===== src/rtl/dsp32_port_a_streamer.sv =====
// Burst streamer between the DSP32 pipeline and port A of the shared dual-port RAM.
// Reads land in a 2-entry skid FIFO so the 1-cycle RAM latency survives stream backpressure.
module dsp32_port_a_streamer #(
    parameter int ADDR_W = 8,
    parameter int DATA_W = 32
) (
    input  logic              clka,
    input  logic              reseta,
    input  logic              cmd_start,
    input  logic              cmd_dir,
    input  logic [ADDR_W-1:0] cmd_base,
    input  logic [ADDR_W:0]   cmd_len,
    output logic              busy,
    output logic              done,
    output logic [ADDR_W-1:0] ram_ada,
    output logic              ram_cea,
    output logic              ram_ocea,
    output logic              ram_wrea,
    output logic [DATA_W-1:0] ram_dina,
    input  logic [DATA_W-1:0] ram_douta,
    output logic              m_valid,
    output logic [DATA_W-1:0] m_data,
    output logic              m_last,
    input  logic              m_ready,
    input  logic              s_valid,
    input  logic [DATA_W-1:0] s_data,
    output logic              s_ready
);
    typedef enum logic [1:0] {IDLE = 2'd0, RD = 2'd1, WR = 2'd2} state_t;

    localparam logic [ADDR_W:0]   CNT_ONE  = (ADDR_W+1)'(1);
    localparam logic [ADDR_W-1:0] ADDR_ONE = ADDR_W'(1);

    state_t            state_reg, state_next;
    logic [ADDR_W-1:0] iaddr_reg;
    logic [ADDR_W:0]   issue_cnt_reg;
    logic [ADDR_W:0]   deliver_cnt_reg;
    logic              inflight_reg;
    logic [DATA_W-1:0] fifo_mem [2];
    logic              wr_ptr_reg;
    logic              rd_ptr_reg;
    logic [1:0]        occ_reg;
    logic              done_reg;
    logic              ocea_reg;

    logic       start_ok;
    logic       pop;
    logic       last_pop;
    logic       rd_issue;
    logic       wr_beat;
    logic       wr_last;
    logic [1:0] occ_next;

    assign start_ok = cmd_start && (cmd_len != '0);
    assign m_valid  = (occ_reg != 2'd0);
    assign m_data   = fifo_mem[rd_ptr_reg];
    assign m_last   = m_valid && (deliver_cnt_reg == CNT_ONE);
    assign pop      = m_valid && m_ready;
    assign last_pop = pop && m_last;
    // Occupancy after this cycle's pop and landing word; a new issue lands one cycle later,
    // so it is safe only while at most one slot is spoken for.
    assign occ_next = occ_reg + {1'b0, inflight_reg} - {1'b0, pop};
    assign busy     = (state_reg != IDLE);
    assign done     = done_reg;
    assign ram_ocea = ocea_reg;

    always_comb begin
        state_next = state_reg;
        rd_issue   = 1'b0;
        s_ready    = 1'b0;
        wr_beat    = 1'b0;
        wr_last    = 1'b0;
        ram_cea    = 1'b0;
        ram_wrea   = 1'b0;
        ram_ada    = '0;
        ram_dina   = '0;
        case (state_reg)
            IDLE: begin
                if (start_ok) state_next = cmd_dir ? WR : RD;
            end
            RD: begin
                rd_issue = (issue_cnt_reg != '0) && (occ_next < 2'd2);
                if (rd_issue) begin
                    ram_cea = 1'b1;
                    ram_ada = iaddr_reg;
                end
                if (last_pop) state_next = IDLE;
            end
            WR: begin
                s_ready = (issue_cnt_reg != '0);
                wr_beat = s_valid && s_ready;
                wr_last = wr_beat && (issue_cnt_reg == CNT_ONE);
                if (wr_beat) begin
                    ram_cea  = 1'b1;
                    ram_wrea = 1'b1;
                    ram_ada  = iaddr_reg;
                    ram_dina = s_data;
                end
                if (wr_last) state_next = IDLE;
            end
            default: state_next = IDLE;
        endcase
    end

    always_ff @(posedge clka) begin
        if (reseta) begin
            state_reg       <= IDLE;
            iaddr_reg       <= '0;
            issue_cnt_reg   <= '0;
            deliver_cnt_reg <= '0;
            inflight_reg    <= 1'b0;
            wr_ptr_reg      <= 1'b0;
            rd_ptr_reg      <= 1'b0;
            occ_reg         <= 2'd0;
            done_reg        <= 1'b0;
            ocea_reg        <= 1'b0;
        end else begin
            state_reg    <= state_next;
            ocea_reg     <= 1'b1;
            done_reg     <= last_pop || wr_last;
            inflight_reg <= rd_issue;
            occ_reg      <= occ_next;
            if ((state_reg == IDLE) && start_ok) begin
                iaddr_reg       <= cmd_base;
                issue_cnt_reg   <= cmd_len;
                deliver_cnt_reg <= cmd_len;
            end else begin
                if (rd_issue || wr_beat) begin
                    iaddr_reg     <= iaddr_reg + ADDR_ONE;
                    issue_cnt_reg <= issue_cnt_reg - CNT_ONE;
                end
                if (pop) deliver_cnt_reg <= deliver_cnt_reg - CNT_ONE;
            end
            if (inflight_reg) wr_ptr_reg <= ~wr_ptr_reg;
            if (pop) rd_ptr_reg <= ~rd_ptr_reg;
        end
    end

    // Skid storage needs no reset: occupancy alone decides what is valid.
    always_ff @(posedge clka) begin
        if (inflight_reg) fifo_mem[wr_ptr_reg] <= ram_douta;
    end
endmodule


===== config.mk =====
export PLATFORM = sky130hd
export DESIGN_NAME = dsp32_port_a_streamer
export DESIGN_NICKNAME = d
export VERILOG_FILES = /design/src/rtl/dsp32_port_a_streamer.sv
export SDC_FILE = /design/constraint.sdc
export NUM_CORES = 1
export LEC_CHECK = 0
export CAP_MARGIN = 10
export CORE_MARGIN = 1
export CORE_UTILIZATION = 40
export CTS_BUF_LIST = sky130_fd_sc_hd__clkbuf_16
export DETAILED_ROUTE_END_ITERATION = 10
export GPL_TIMING_DRIVEN = 0
export PLACE_DENSITY = 0.74
export SLEW_MARGIN = 20
export SYNTH_ARGS = -nofsm -noshare
export SYNTH_HDL_FRONTEND = slang
export SYNTH_SLANG_ARGS = --single-unit

===== constraint.sdc =====
create_clock -name clka -period 4.5 [get_ports clka]
set_clock_uncertainty 0.05 [all_clocks]
set_input_delay 0.675 -clock clka [delete_from_list [all_inputs] [get_ports clka]]
set_output_delay 0.675 -clock clka [all_outputs]
set_load 0.01 [all_outputs]

==> results.json, run 1 <==
{
  "synth_top_flop_cell": "edfxtp_1",
  "synthMuxAreaShare_pct": 8.54,
  "hpwl_mm": 8.02,
  "maxCapViolations": 0,
  "grt_max_degree": 30,
  "firstDrtPassIters": 4,
  "leakage_nw": 2.33,
  "met2_length_mm": 5.14,
  "initial_core_util_pct": 41.1,
  "synth_edf_count": 64,
  "clkTransAtPathRegs_ns": 0.07,
  "synthTopCellsByCount": "64 x edfxtp_1, 43 x and2_1, 36 x dfxtp_1, 32 x mux2_2",
  "netlist_area_sq_um": 4460,
  "cp-end-kind": "output port",
  "hold_class": "flip-flop to flip-flop",
  "power_mw": 2.75,
  "fill_cells": 889,
  "synth.most_common_cell": "edfxtp_1",
  "grt_pass1_wl_mm": 17.0,
  "final_nets": 637,
  "grtUsageTotal_pct": 19.2,
  "antenna_found_initial": 0,
  "yosys-top-cells-area": "edfxtp_1 43%, dfxtp_1 16%, mux2_2 8.1%",
  "largest_reg_flops": 64,
  "met3WireLength_um": 810,
  "drcViolationCount": 0,
  "grt_pass1_vias": 3544,
  "routed_via_density": 5.03,
  "drt_wl_total_mm": 10.6,
  "ys_seq_area_share_pct": 59.3,
  "die_w_um": 108,
  "yosys.cell_types.count": 42,
  "r2r_cells": 10,
  "required_ns": 3.77,
  "multiInputGateArea_sq_um": 1720,
  "async_flop_share_pct": 0,
  "start_kind": "input port",
  "tightest_slew_ns": 0.597,
  "rrSetupSlack_ns": 1.64,
  "synth_top_area_share_pct": 43.1,
  "wl_met1_mm": 4.49,
  "io_pins": 167,
  "syn-num-nets": 459,
  "grt_setup_unrepaired": "no",
  "fin_crit_ns": 4.26,
  "dieHeight_um": 108,
  "setup_viol": 0,
  "clk_path_buf_depth": 2,
  "startpoint": "m_ready",
  "holdWs_ns": 0.455,
  "area_growth_pct": 49.4,
  "ir_drop_uv": 247,
  "gp_congestion": 0.882,
  "cp.arrival_ns": 3.54,
  "outcome": "finished, final reports clean",
  "antenna_cells": 0,
  "cts_tree": "done",
  "cts_sinks": 100,
  "finalMaxSlewViolations": 0,
  "rows": 38,
  "cp_max_fo": 9,
  "min_from": "rd_ptr_reg",
  "overflow": 0,
  "routedWlPerCell_um": 15.5,
  "vias": 3442,
  "cts_inserted_buffers": 9,
  "slew-limit-headroom_pct": 59.2,
  "syn_area_per_cell_sq_um": 12.3,
  "syn-instance-count": 361,
  "hold_buffers": 0,
  "synth_top_family_by_area": "simple AND/OR/NAND/NOR gates",
  "path_class": "input port to output port",
  "root_buffer": "clkbuf_16",
  "h-tree-depth": 3,
  "detail-route-antenna-nets": 0,
  "seqCellArea_sq_um": 2640,
  "synthXorXnorAreaFrac_pct": 5.25,
  "portBuffers": 166,
  "core_sq_um": 10800,
  "synth_compound_area_share_pct": 6.46,
  "crit_path_end": "ram_ada[4]",
  "r2r-start": "occ_reg[0]",
  "die_area_sq_um": 11600,
  "finalHoldViolations": 0,
  "insertion_delay_ns": 0.34,
  "yosysWarnings": 0,
  "post-route-period-util_pct": 94.8,
  "fmax_mhz": 235,
  "yosysTopAreaCell": "edfxtp_1",
  "reg2reg_to": "iaddr_reg[3]",
  "top_layer": "met4",
  "ys_ff_latch": 100,
  "cellPowerDensity_nw_per_um2": 413,
  "synthSimpleGateAreaFrac_pct": 15.1,
  "synth_adder_area_share_pct": 3.09,
  "drive_gt1_share_pct": 10.7,
  "drt_iter0_markers": 173
}
## critical path, cell delays in order
cell and delay (ns):
clkdlybuf4s50_1 0.39, o21ai_1 0.26, inv_1 0.17, ha_1 0.30, inv_1 0.06, ha_1 0.14
xnor3_2 0.29, a22o_2 0.33, and3_2 0.28, and2_1 0.18, clkdlybuf4s50_1 0.47
## through the flow
step / instance area (sq um) / util [%] / setup WS [ns] / setup TNS (ns) / instances
floorplan: 4460 / - / 1.15 / 0 / 361
global placement: 6290 / 58.0 / -0.0640 / -0.442 / 667
detailed placement: 6340 / 58.5 / -0.0788 / -0.518 / 669
CTS: 6650 / 61.4 / 0.0254 / 0 / 684
global route: 6660 / 61.4 / 0.0777 / 0 / 684
finish: 6660 / 61.4 / 0.236 / 0 / 684
## cells by family after synthesis
kind of cell	count (synthesis)
flops	100
mux	34
buf+inv	27
xor+xnor	25
fa+ha+maj	11
simple gates	119
compound gates	45
## layout make-up
type,count,area share [%]
plain buffers,14,0.790
clock buffers,9,3.38
clock inverters,7,1.35
inverters,12,0.677
multi-input cells,234,25.9
flip-flops and latches,100,39.7
well taps,140,2.63
repair buffers,168,25.6
## cells in the final DEF (no fill, tap or decap), types with 8 or more instances in the layout
cell type        synthesis  routed
clkbuf_1                12      11
nand2_1                 12      12
edfxtp_1                64      64
mux2_2                  32      32
a21oi_1                 19      19
xor2_1                  13      13
inv_1                   11      12
nand3_1                 10      10
clkdlybuf4s50_1          0     166
clkbuf_16                0       9
ha_1                    11      11
and2_1                  43      42
o21ai_0                  8       8
dfxtp_1                 36      36
xnor2_1                 11      11
nor2_1                  19      19
## metal layers
| layer | vias up | GRT usage [%] |
|---|---|---|
| met3 | 15 | 4.96 |
| met2 | 154 | 32.1 |
| met4 | 0 | 7.53 |
| li1 | 1674 | - |
| met5 | - | 0 |
| met1 | 1599 | 23.7 |
## what timing repair did
| item | CTS | global route |
|---|---|---|
| endpoints found under the hold margin | 0 | 0 |
| resized for setup | 0 | 2 |
| buffers inserted | 0 | 0 |
| setup endpoints to repair | 8 | 9 |
## worst min-delay path by stage
| stage | end | slack, ns | depth (start not counted) |
|---|---|---|---|
| after floorplan | flip-flop | 0.42 | 2 |
| after global placement | rd_ptr_reg | 0.44 | 2 |
| after detailed placement | rd_ptr_reg | 0.45 | 2 |
| after CTS | rd_ptr_reg | 0.47 | 2 |
| after global routing | rd_ptr_reg | 0.51 | 2 |
| final | rd_ptr_reg | 0.45 | 2 |
## report_power, final
group | switching, mW | internal, mW
Combinational | 0.375 | 0.462
Clock | 0.328 | 0.485
Sequential | 0.0513 | 1.05
Total | 0.754 | 2.00
No activity file was read; power rests on OpenSTA's default activity.
==> run 2, diff against run 1 <==
CORE_ASPECT_RATIO = 2   (was unset)
clock period = 4.74 ns   (was 4.5 ns; I/O delays follow)
==> results.json, run 2 (synthesized netlist as in run 1, its figures left out) <==
{
  "area_growth_pct": 48.9,
  "r2r-start": "occ_reg[0]",
  "finalMaxSlewViolations": 0,
  "cp.arrival_ns": 3.63,
  "p_int_mw": 1.80,
  "gp_congestion": 0.927,
  "hold_buffers": 0,
  "startpoint": "m_ready",
  "largest_reg_flops": 64,
  "required_ns": 3.98,
  "maxCapViolations": 0,
  "drive_gt1_share_pct": 10.8,
  "antenna_cells": 0,
  "setup_ws_ns": 0.348,
  "cts_tree": "done",
  "fin_crit_ns": 4.39,
  "place_ws_ns": 0.103,
  "clk_path_buf_depth": 2,
  "detail-route-antenna-nets": 0,
  "start_kind": "input port",
  "place_inst": 669,
  "dieHeight_um": 151,
  "switching_share_pct": 29.0,
  "path_cells": "clkdlybuf4s50_1, o21ai_2, inv_1, ha_1, inv_1, ha_1, xnor3_2, a22o_2, and3_1, clkbuf_1, and2_1, clkdlybuf4s50_1",
  "cts_sinks": 100,
  "insertion_delay_ns": 0.34,
  "reg2reg_to": "iaddr_reg[3]",
  "holdWs_ns": 0.465,
  "routedWlPerCell_um": 16.2,
  "fill_cells": 894,
  "postCtsSetupBuffers": 0,
  "fmax_mhz": 228,
  "overflow": 0,
  "grt_pass1_wl_mm": 17.3,
  "final_common_cell": "clkdlybuf4s50_1",
  "comb_power_share_pct": 31.6,
  "crit_slowest_cell": "clkdlybuf4s50_1",
  "initial_core_util_pct": 41.0,
  "io_pins": 167,
  "critical-path-max-stage-delay_ns": 0.55,
  "cellPowerDensity_nw_per_um2": 382,
  "grtUsageTotal_pct": 19.4,
  "finalHoldViolations": 0,
  "hold_class": "flip-flop to flip-flop",
  "finalCoreUtilization_pct": 61.0,
  "power_mw": 2.54,
  "final_nets": 638,
  "clkPwrFrac_pct": 27.0,
  "die_w_um": 76.6,
  "cp-end-kind": "output port",
  "post-route-period-util_pct": 92.7,
  "cp_max_fo": 9,
  "hold-path-cell-count": 2,
  "tightest_slew_ns": 0.610,
  "cts_inserted_buffers": 9,
  "grt_max_degree": 26,
  "placed_area_sq_um": 6350,
  "slew-limit-headroom_pct": 59.4,
  "crit_path_end": "ram_ada[4]",
  "outcome": "finished, final reports clean",
  "rrSetupSlack_ns": 1.95,
  "cp.buffers_inverters": 5,
  "setup_viol": 0,
  "drt_wl_total_mm": 11.1,
  "final_cells": 685,
  "drcViolationCount": 0,
  "root_buffer": "clkbuf_16",
  "cp.depth": 12,
  "antenna_found_initial": 0,
  "firstDrtPassIters": 5,
  "drt_iter0_markers": 201,
  "p_seq_share_pct": 41.4,
  "core_sq_um": 10900,
  "rows": 54,
  "grt_pass1_vias": 3454,
  "layout_common_cells": "166 x clkdlybuf4s50_1, 64 x edfxtp_1, 42 x and2_1, 36 x dfxtp_1, 32 x mux2_2",
  "clkTransAtPathRegs_ns": 0.07,
  "setup_tns_ns": 0,
  "ir_drop_uv": 221,
  "post_cts_resized": 0,
  "path_class": "input port to output port",
  "grt_setup_unrepaired": "no",
  "r2r_cells": 10,
  "h-tree-depth": 3,
  "die_area_sq_um": 11600,
  "hpwl_mm": 8.63,
  "vias": 3417,
  "power.switching_uw": 734,
  "routed_via_density": 4.99,
  "leakage_nw": 2.31,
  "cpLargestDelayFamily": "buffers and inverters",
  "portBuffers": 166,
  "design_area_sq_um": 6640
}
==> run 2: cell count changes in the layout (fill, tap and decap cells not counted), sizes merged <==
cell / change
clkinvlp: +1
inv: +1
clkbuf: +1
bufinv: -2
==> run 2: area by class of cell <==
class	count	area (sq um)	share of cell area, %
Sequential cell	100	2640	39.8
Multi-Input combinational cell	234	1730	26.0
Timing Repair Buffer	168	1710	25.8
Clock buffer	9	225	3.39
Tap cell	140	175	2.64
Clock inverter	7	57.6	0.867
Buffer	15	56.3	0.848
Inverter	12	45.0	0.679
==> run 2: worst register-to-register path, stage by stage (launching register included) <==
cell,delay [ns]
dfxtp_1,0.33
o21ai_2,0.28
inv_1,0.14
ha_1,0.29
inv_1,0.04
ha_1,0.18
xnor3_2,0.28
a22oi_2,0.15
or4b_1,0.59
xor2_1,0.17
a211oi_2,0.22
==> run 2: how the worst min path moves through the flow <==
stage	startpoint	to	slack, ns
2_1_floorplan	rd_ptr_reg	flip-flop	0.42
4_1_cts	rd_ptr_reg	rd_ptr_reg	0.47
5_1_grt	rd_ptr_reg	rd_ptr_reg	0.50
3_5_place_dp	rd_ptr_reg	rd_ptr_reg	0.45
6_report	rd_ptr_reg	rd_ptr_reg	0.47
3_3_place_gp	rd_ptr_reg	rd_ptr_reg	0.44
==> run 2: power by group through the flow <==
stage | registers, mW | logic, mW | clock network, mW
2_1_floorplan | 1.05 | 0.448 | 0
5_1_grt | 1.06 | 0.867 | 0.740
3_3_place_gp | 1.06 | 0.782 | 0
4_1_cts | 1.05 | 0.810 | 0.702
6_report | 1.05 | 0.800 | 0.685
3_5_place_dp | 1.07 | 0.803 | 0
==> run 2: layer usage <==
layer / up-vias / global-route usage, % / wire (um) / part of all wire (%)
met3: 19 / 3.19 / 453 / 4.1
met5: - / 0 / 0 / 0
met1: 1615 / 20.5 / 4030 / 36
met2: 114 / 37.7 / 6420 / 58
met4: 0 / 7.79 / 201 / 1.8
li1: 1669 / - / - / -
